`src/rtl/seg7_pkg.sv`:
```
// Shared constants, FSM state type and segment decode table for seg7_to_hex.
package seg7_pkg;

  localparam int unsigned SEG_W = 7;
  localparam int unsigned HEX_W = 4;
  localparam int unsigned CNT_W = 8;

  localparam logic [SEG_W-1:0] SEG_BLANK = 7'h00;
  localparam logic [SEG_W-1:0] SEG_0 = 7'h7E;
  localparam logic [SEG_W-1:0] SEG_1 = 7'h30;
  localparam logic [SEG_W-1:0] SEG_2 = 7'h6D;
  localparam logic [SEG_W-1:0] SEG_3 = 7'h79;
  localparam logic [SEG_W-1:0] SEG_4 = 7'h33;
  localparam logic [SEG_W-1:0] SEG_5 = 7'h5B;
  localparam logic [SEG_W-1:0] SEG_6 = 7'h5F;
  localparam logic [SEG_W-1:0] SEG_7 = 7'h70;
  localparam logic [SEG_W-1:0] SEG_8 = 7'h7F;
  localparam logic [SEG_W-1:0] SEG_9 = 7'h7B;
  localparam logic [SEG_W-1:0] SEG_A = 7'h77;
  localparam logic [SEG_W-1:0] SEG_B = 7'h1F;
  localparam logic [SEG_W-1:0] SEG_C = 7'h4E;
  localparam logic [SEG_W-1:0] SEG_D = 7'h3D;
  localparam logic [SEG_W-1:0] SEG_E = 7'h4F;
  localparam logic [SEG_W-1:0] SEG_F = 7'h47;

  typedef enum logic [1:0] {
    ST_IDLE        = 2'd0,
    ST_WAIT_STABLE = 2'd1,
    ST_EMIT        = 2'd2,
    ST_HOLD        = 2'd3
  } state_e;

  typedef struct packed {
    logic             hit;
    logic [HEX_W-1:0] hex;
  } decode_t;

  function automatic decode_t seg_decode(input logic [SEG_W-1:0] pat);
    decode_t d;
    d.hit = 1'b1;
    d.hex = 4'h0;
    case (pat)
      SEG_0:   d.hex = 4'h0;
      SEG_1:   d.hex = 4'h1;
      SEG_2:   d.hex = 4'h2;
      SEG_3:   d.hex = 4'h3;
      SEG_4:   d.hex = 4'h4;
      SEG_5:   d.hex = 4'h5;
      SEG_6:   d.hex = 4'h6;
      SEG_7:   d.hex = 4'h7;
      SEG_8:   d.hex = 4'h8;
      SEG_9:   d.hex = 4'h9;
      SEG_A:   d.hex = 4'hA;
      SEG_B:   d.hex = 4'hB;
      SEG_C:   d.hex = 4'hC;
      SEG_D:   d.hex = 4'hD;
      SEG_E:   d.hex = 4'hE;
      SEG_F:   d.hex = 4'hF;
      default: d.hit = 1'b0;
    endcase
    return d;
  endfunction

endpackage

```
`src/rtl/seg_stable_filter.sv`:
```
// Synchronizes the segment bus and flags when a pattern has held for STABLE_CYCLES.
// SEG_ACTIVE_LOW_EN: invert the synchronized bus (common-anode display).
module seg_stable_filter
  import seg7_pkg::*;
#(
  parameter int unsigned STABLE_CYCLES = 4
) (
  input  logic             clk,
  input  logic             rst,
  input  logic [SEG_W-1:0] seg_in,
  output logic [SEG_W-1:0] stable_pat,
  output logic             change_c,
  output logic             stable_stb_c
);

  localparam logic [CNT_W-1:0] CNT_MAX = CNT_W'(STABLE_CYCLES - 1);

  logic [SEG_W-1:0] sync1_q, sync2_q;
  logic [SEG_W-1:0] cand_q, cand_d;
  logic [CNT_W-1:0] cnt_q, cnt_d;
  logic [SEG_W-1:0] sample_c;

  always_ff @(posedge clk or posedge rst) begin
    if (rst) begin
      sync1_q <= SEG_BLANK;
      sync2_q <= SEG_BLANK;
      cand_q  <= SEG_BLANK;
      cnt_q   <= '0;
    end else begin
      sync1_q <= seg_in;
      sync2_q <= sync1_q;
      cand_q  <= cand_d;
      cnt_q   <= cnt_d;
    end
  end

  // Candidate reload on any change; counter saturates, strobe fires once on arrival.
  always_comb begin
`ifdef SEG_ACTIVE_LOW_EN
    sample_c = ~sync2_q;
`else
    sample_c = sync2_q;
`endif
    cand_d       = cand_q;
    cnt_d        = cnt_q;
    change_c     = 1'b0;
    stable_stb_c = 1'b0;
    if (sample_c != cand_q) begin
      change_c     = 1'b1;
      cand_d       = sample_c;
      cnt_d        = '0;
      stable_stb_c = (CNT_MAX == '0);
    end else if (cnt_q < CNT_MAX) begin
      cnt_d        = cnt_q + CNT_W'(1);
      stable_stb_c = (cnt_d == CNT_MAX);
    end
  end

  assign stable_pat = cand_q;

endmodule

```
`src/rtl/seg7_to_hex.sv`:
```
// Decodes a debounced seven-segment bus into a hex digit with valid/error/blank flags.
// SEG_ACTIVE_LOW_EN: treat seg_in as an active-low (common-anode) bus.
module seg7_to_hex
  import seg7_pkg::*;
#(
  parameter int unsigned STABLE_CYCLES = 4
) (
  input  logic             clk,
  input  logic             rst,
  input  logic [SEG_W-1:0] seg_in,
  output logic [HEX_W-1:0] hex_out,
  output logic             hex_valid,
  output logic             seg_err,
  output logic             blank
);

  logic [SEG_W-1:0] stable_pat;
  logic             change_c;
  logic             stable_stb_c;

  state_e           state_q, state_d;
  logic [SEG_W-1:0] ref_q, ref_d;
  logic [HEX_W-1:0] hex_q, hex_d;
  logic             valid_q, valid_d;
  logic             err_q, err_d;
  logic             blank_q, blank_d;
  decode_t          dec_c;

  seg_stable_filter #(
    .STABLE_CYCLES(STABLE_CYCLES)
  ) u_filter (
    .clk         (clk),
    .rst         (rst),
    .seg_in      (seg_in),
    .stable_pat  (stable_pat),
    .change_c    (change_c),
    .stable_stb_c(stable_stb_c)
  );

  always_ff @(posedge clk or posedge rst) begin
    if (rst) begin
      state_q <= ST_IDLE;
      ref_q   <= SEG_BLANK;
      hex_q   <= '0;
      valid_q <= 1'b0;
      err_q   <= 1'b0;
      blank_q <= 1'b1;
    end else begin
      state_q <= state_d;
      ref_q   <= ref_d;
      hex_q   <= hex_d;
      valid_q <= valid_d;
      err_q   <= err_d;
      blank_q <= blank_d;
    end
  end

  always_comb begin
    state_d = state_q;
    ref_d   = ref_q;
    hex_d   = hex_q;
    valid_d = 1'b0;
    err_d   = 1'b0;
    blank_d = blank_q;
    dec_c   = seg_decode(stable_pat);
    case (state_q)
      // Candidate may already differ from the reference if it moved during EMIT.
      ST_IDLE, ST_HOLD: begin
        if (stable_stb_c)                           state_d = ST_EMIT;
        else if (change_c || (stable_pat != ref_q)) state_d = ST_WAIT_STABLE;
      end
      ST_WAIT_STABLE: begin
        if (stable_stb_c) state_d = ST_EMIT;
      end
      ST_EMIT: begin
        ref_d = stable_pat;
        if (stable_pat == SEG_BLANK) begin
          blank_d = 1'b1;
        end else begin
          blank_d = 1'b0;
          if (dec_c.hit) begin
            hex_d   = dec_c.hex;
            valid_d = 1'b1;
          end else begin
            err_d = 1'b1;
          end
        end
        state_d = stable_stb_c ? ST_EMIT : ST_HOLD;
      end
      default: state_d = ST_IDLE;
    endcase
  end

  assign hex_out   = hex_q;
  assign hex_valid = valid_q;
  assign seg_err   = err_q;
  assign blank     = blank_q;

endmodule

```
`config.mk`:
```
export PLATFORM = sky130hd
export DESIGN_NAME = seg7_to_hex
export DESIGN_NICKNAME = d
export VERILOG_FILES = /design/src/rtl/seg7_pkg.sv /design/src/rtl/seg_stable_filter.sv /design/src/rtl/seg7_to_hex.sv
export SDC_FILE = /design/constraint.sdc
export NUM_CORES = 1
export LEC_CHECK = 0
export ABC_AREA = 1
export CORE_MARGIN = 2
export CORE_UTILIZATION = 40
export CTS_BUF_LIST = sky130_fd_sc_hd__clkbuf_8
export DETAILED_ROUTE_END_ITERATION = 16
export GPL_ROUTABILITY_DRIVEN = 0
export PLACE_DENSITY = 0.66
export SETUP_SLACK_MARGIN = 0.02
export SLEW_MARGIN = 20
export SYNTH_ARGS = -nofsm -noshare
export SYNTH_HDL_FRONTEND = slang
export SYNTH_HIERARCHICAL = 1
export SYNTH_SLANG_ARGS = --single-unit
```
`constraint.sdc`:
```
create_clock -name clk -period 1.75 [get_ports clk]
set_input_delay 0.4375 -clock clk [delete_from_list [all_inputs] [get_ports clk]]
set_output_delay 0.4375 -clock clk [all_outputs]
set_load 0.01 [all_outputs]
```
==> PnR_summary.wiki <==
{| class="wikitable"
! Metric !! Value
|-
| Leading cell type by number of instances after synthesis || nand2_1
|-
| Peak per-stage delay on the critical path || 0.40 ns
|-
| CTS root buf || clkbuf_8
|-
| Overall die height || 80.0 µm
|-
| Total count of max-transition violations in the final report || 0
|-
| Cells along the critical path || buf_4, nand3_2, o21ai_1, nand2_1, nor2_1, nand3_1, nor2_2, inv_2, nand2_2, a21oi_2, nand4_1, nand2_1, nand2_1, nand2_1
|-
| Portion of the post-synthesis area used by sequential elements || 48.8%
|-
| TritonCTS clock tree || done
|-
| Die outline width || 80.0 µm
|-
| Power density normalized to cell area || 1060 mW/mm²
|-
| Average detailed-routed wire length per instance || 10.4 µm
|-
| Maximum number of pins on one net before global-route repair || 30
|-
| Number of iterations in the first detailed-routing pass || 4
|-
| Most area-hungry cell type in the Yosys netlist || dfrtp_1
|-
| Launch instance of the worst min-delay path || u_filter/sync1_q[4]
|-
| Die Area || 0.00640 mm²
|-
| Warnings from Yosys || 6
|-
| HP Class || reg2reg
|-
| Worst slew pin tran || 0.396 ns
|-
| Remaining global-route overflow || 0
|-
| Gate family responsible for the most delay along the worst path || simple AND/OR/NAND/NOR gates
|-
| Share of the clock period used by the worst path after layout || 98.3%
|-
| Port Buffer Count || 15
|-
| Crit Path Category || reg2reg
|-
| Unrepaired setup endpoints after global routing || yes
|-
| Master of the slowest instance on the critical path || dfrtp_1
|-
| Most used flip-flop cell after synthesis || dfrtp_1
|-
| CP arrival || 1.91 ns
|-
| Area delta synth->final || 17.4%
|-
| Area share of the leading cell type in the synthesized netlist || 47.6%
|-
| Starting density of the core || 41.7%
|-
| Number of hold-slack violations in the final timing report || 0
|-
| Reg-to-reg startpoint || u_filter/cnt_q[1]
|-
| Net total in the final layout || 330
|-
| Post-synthesis net count || 305
|-
| Gate count of the mapped netlist || 292
|-
| Global-route wire length before repair || 7040 µm
|-
| Ranking of synthesized cells by instance count || nand2_1 (74), inv_1 (45), dfrtp_1 (44)
|-
| Total half-perimeter wirelength after legalization and detailed placement || 2920 µm
|-
| Launching instance or port of the critical path || u_filter/cnt_q[1]
|-
| Antenna violations before repair || 0
|-
| Number of cells on the worst reg-to-reg path || 14
|-
| Largest cells by area after synthesis || dfrtp_1 (48%), nand2_1 (12%), inv_1 (7.3%), nor2_1 (7.0%), nand3_1 (3.7%)
|-
| Maximum clock rate || 581 MHz
|-
| Share of post-route cells with drive strength above 1 || 15.4%
|-
| Share of async-settable or async-resettable flops after synthesis || 100%
|-
| Final Instance Area || 0.00272 mm²
|-
| Cts hold-fix bufs || 0
|-
| Post-synthesis cell type count || 30
|-
| Minimum setup slack among reg-to-reg paths || 0.03 ns
|-
| Max-cap check violation count || 0
|-
| Vias/cell || 4.49
|-
| Result of the run || complete, no violations
|-
| Number of gates on the worst path with buffers counted || 14
|-
| Critical path endpoint category || register
|-
| Setup-violating endpoint count in the final report || 0
|-
| Syn Area/Cell || 7.92 µm²
|-
| Number of diodes || 0
|-
| Area after DPL || 0.00254 mm²
|-
| Capturing element of the worst setup path || state_q[1]
|-
| First DRT Iteration DRCs || 66
|-
| Kind of start point of the critical path || register
|-
| H-tree depth || 2
|-
| Shortest clock period the worst path allows after layout || 1.72 ns
|-
| Final core area utilization || 49.0%
|-
| Post-synthesis sequential element count || 45
|-
| Antenna violation net count after detailed routing || 0
|-
| Critical Path RT || 1.94 ns
|-
| Largest buffer count on any clock path || 2
|-
| Overall via count from detail_route || 1750
|-
| Reg2Reg Capture Point || state_q[1]
|-
| Largest clock skew in the final design || 0.00593 ns
|-
| Tightest hold margin || 0.353 ns
|-
| Drt drc || 0
|-
| Clock latency on the worst-skew pair || 0.30 ns
|-
| Standard cell core area || 0.00554 mm²
|-
| Standard-cell row count || 27
|-
| Total Power Consumption || 2870 µW
|-
| Clock-pin slew on the worst setup and hold paths || 0.09 ns
|-
| Vias in the first global route || 1668
|-
| Leakage || 0.00138 µW
|-
| Most prevalent standard cell on the critical path || nand2_1
|-
| Post-synthesis cell area || 0.00231 mm²
|-
| CTS Buf Count || 5
|-
| Largest voltage drop on the vdd net || 0.579 mV
|-
| Global-route total usage across every layer || 14.1%
|-
| Count of flip-flops with a built-in enable after synthesis || 0
|-
| Cells after DPL || 379
|-
| Maximum fanout count along the critical path || 3
|-
| I/O Pins || 16
|-
| Overall routed net length || 4040 µm
|-
| Worst slew margin relative to its limit || 73.6%
|-
| Count of clock tree sinks || 45
|-
| Number of buffers and inverters on the critical path || 2
|-
| Count of non-filler cells in the finished layout || 390
|}
==> worst min path at each step <==
| stage | endpoint | slack (ns) | cells after the start |
|---|---|---|---|
| 6_report | u_filter/sample_c[4] | 0.35 | 0 |
| 2_1_floorplan | u_filter/sample_c[0] | 0.33 | 0 |
| 4_1_cts | u_filter/sample_c[4] | 0.35 | 0 |
| 3_5_place_dp | u_filter/sample_c[6] | 0.34 | 0 |
| 5_1_grt | u_filter/sample_c[4] | 0.36 | 0 |
| 3_3_place_gp | u_filter/sample_c[3] | 0.33 | 0 |
==> cells by family after synthesis <==
group	after synthesis	synth area share, %
flip-flops	45	48.8
adder cells (fa/ha/maj)	4	2.16
AO/OA/AOI/OAI	20	4.60
AND/OR/NAND/NOR	158	30.4
buffers and inverters	62	12.9
XOR/XNOR	3	1.14
==> registers in the layout, summed over array words and instances (netlist names) <==
| name | cells |
|---|---|
| u_filter/stable_pat | 7 |
| hex_out | 4 |
| u_filter/sample_c | 7 |
| u_filter/sync1_q | 7 |
| u_filter/cnt_q | 8 |
| ref_q | 7 |
| blank | 1 |
| seg_err | 1 |
| state_q | 2 |
| hex_valid | 1 |
==> layout make-up <==
cell class / count / area, µm²
fillers: 546 / 2830
flip-flops and latches: 45 / 1130
multi-input cells: 185 / 926
repair buffers: 32 / 277
inverters: 48 / 180
well taps: 72 / 90.1
clock buffers: 5 / 68.8
clock inverters: 3 / 46.3
==> placed cells by master (no fill, tap or decap), types with 2 or more instances in the layout <==
cell              n
and2_1            2
xnor2_1           2
nand2_4           2
nand2_2           3
o21ai_0          13
inv_2             4
nand4_1           7
buf_4            17
dfrtp_1          44
inv_1            44
nand3_2           2
o22ai_1           2
clkbuf_8          5
nor2_4            2
o21ai_1           2
nor2_2            4
nand3_1          15
nor3_1            3
nor2_1           41
ha_1              3
a21oi_2           2
clkdlybuf4s50_1  14
nand2_1          73
==> worst reg2reg max path, delay by kind of cell, from the launching register on <==
family          cells  cell delay, ns
buf+inv             2            0.20
flops               1            0.40
compound gates      2            0.18
simple gates       10            0.84
==> where the power goes <==
group	leakage, µW	internal (µW)	switching, µW
clock network	0.0000543	427	365
logic	0.000771	329	432
registers	0.000558	1230	91.9
==> through the flow <==
stage / TNS (ns) / setup slack, ns
2_1_floorplan: 0 / 0.0285
3_3_place_gp: 0 / 0.0370
3_5_place_dp: -0.0867 / -0.0445
4_1_cts: 0 / 0.00945
5_1_grt: -0.211 / -0.110
6_report: 0 / 0.0297
==> timing repair <==
item,CTS,global route
gates resized for setup,6,7
setup buffers,3,0
hold endpoints to repair,0,0
pin swaps,6,1
endpoints found under the setup margin,3,3
==> metal layers <==
layer	GRT usage, %	vias up	part of all wire [%]
met1	16.5	769	45
met4	5.59	0	2.0
met2	24.3	36	49
li1	-	936	-
met5	0	-	0
met3	3.85	9	4.0
No activity file was read; power rests on OpenSTA's default activity.
==> variant, RTL diff (config.mk and constraints unchanged) <==
Add a define of `SEG_ACTIVE_LOW_EN`.
--- a/src/rtl/seg_stable_filter.sv
+++ b/src/rtl/seg_stable_filter.sv
@@ -2,2 +2,4 @@
 // SEG_ACTIVE_LOW_EN: invert the synchronized bus (common-anode display).
+`define SEG_ACTIVE_LOW_EN
+
 module seg_stable_filter
Behaviour: not the same (a bounded check fails within 10 cycles, from zero or initial values and one cycle with rst high).
==> variant against the unedited design <==
- power down 0.38%
- clock skew grew 5.9 ps
- critical path depth fell by 2
- sequential cell count stayed put
- synthesized area fell by 0.27%
- design area up 0.32%
- routed wire length fell by 2.2%
- worst setup slack worse by 17 ps
- sequential share of layout area decreased by 0.13 points
- clock power grew 1%
- largest power group unchanged
==> variant: results (changes against the unedited design) <==
Outcome -> complete, no violations (unchanged)
Quantity of gates resized following cts -> 3 (was 6)
Via count of the first global-routing pass -> 1,677 (was 1,668)
Number of post-CTS setup repair buffers -> 4 (was 3)
Average detailed-routed wire length per instance -> 10.0 um (was 10.4 um)
Net count after synthesis -> 303 (was 305)
Clk power -> 803 uW (was 793 uW)
HPWL reported at the end of detailed placement -> 2890 um (was 2920 um)
Total net switching power -> 892 uW (was 889 uW)
Leading cell types by count after synthesis -> nand2_1, dfrtp_1, inv_1, nor2_1, nand3_1 (was nand2_1, inv_1, dfrtp_1, nor2_1, nand3_1)
Comb power frac -> 26.2% (was 26.5%)
Fraction of the yosys area taken by sequential cells -> 48.9% (was 48.8%)
Final layout net count -> 335 (was 330)
Post-detailed-routing wire length -> 3960 um (was 4040 um)
Via density per instance -> 4.51 (was 4.49)
Number of unique standard cell types used by synthesis -> 26 (was 30)
Beginning of the worst register-to-register path -> u_filter/cnt_q[0]$_DFFE_PP0P_ (was u_filter/cnt_q[1]$_DFFE_PP0P_)
Cell total after placement -> 383 (was 379)
Post-route clock skew -> 11.8 ps (was 5.93 ps)
Proportion of layout cells with a drive suffix above 1 -> 15.8% (was 15.4%)
GRT Overall Usage -> 14.1% (about the same)
Area after DPL -> 2560 um2 (was 2540 um2)
Worst endpoint data arrival time -> 1940 ps (was 1910 ps)
Maximum ir drop on the vdd rail -> 0.489 mV (was 0.579 mV)
Power Dens Cells -> 1050 nW/um2 (was 1060 nW/um2)
Global-route wire length before repair -> 7010 um (was 7040 um)
## variant: changes by cell type in the layout (fill, tap and decap cells not counted), moves of 2 or more
cell,before,now
nand4_1,7,5
o21ai_1,2,0
nor2_4,2,4
nand2_1,73,78
a21oi_1,1,3
inv_2,4,6
nand3_1,15,17
a21oi_2,2,0
## variant: routing by layer
metal	routed length (um)	vias up	GRT usage, %
met5	0	-	0
met4	59	0	4.58
met1	1790	807	16.0
met3	120	5	4.07
li1	-	943	-
met2	1990	25	25.4
## variant: area by class of cell
cell class                 count  area [um2]
clock buffer                   5        68.8
clock inverter                 3        46.3
fill                         549        2820
inverter                      49         184
multi-input combinational    189         931
sequential                    45        1130
tap                           72        90.1
timing repair buffer          32         277
## variant: final timing paths
path / endpoint / slack, ps / depth (start not counted)
worst max-delay path: state_q[0]$_DFFE_PP0P_ / 10 / 12
worst min-delay path: u_filter/sync2_q[3]$_DFF_PP0_ / 350 / 0
worst max register to register: state_q[0]$_DFFE_PP0P_ / 10 / 12
worst min register to register: u_filter/sync2_q[3]$_DFF_PP0_ / 350 / 0
max in group asynchronous: u_filter/stable_pat[2]$_DFFE_PP0N_ / 960 / 3
min in group asynchronous: ref_q[2]$_DFFE_PP0P_ / 450 / 3
## variant: logic make-up after synthesis
group	synth area share, %
and+or+nand+nor	31.6
buffers and inverters	11.8
DFF	48.9
AOI/OAI and AO/OA	4.01
xor gates and xnor gates	1.52
adders and majority gates	2.17
## variant: worst max-delay path, cell delays in order (launching register included)
cell and delay (ps):
dfrtp_1 400, ha_2 210, or2_4 260, nor2_4 90
nand3_1 90, nor2_2 140, inv_2 50, nand2_2 60
a21oi_1 40, nand4_1 110, nand2_1 90, nand2_1 60
nand2_1 40
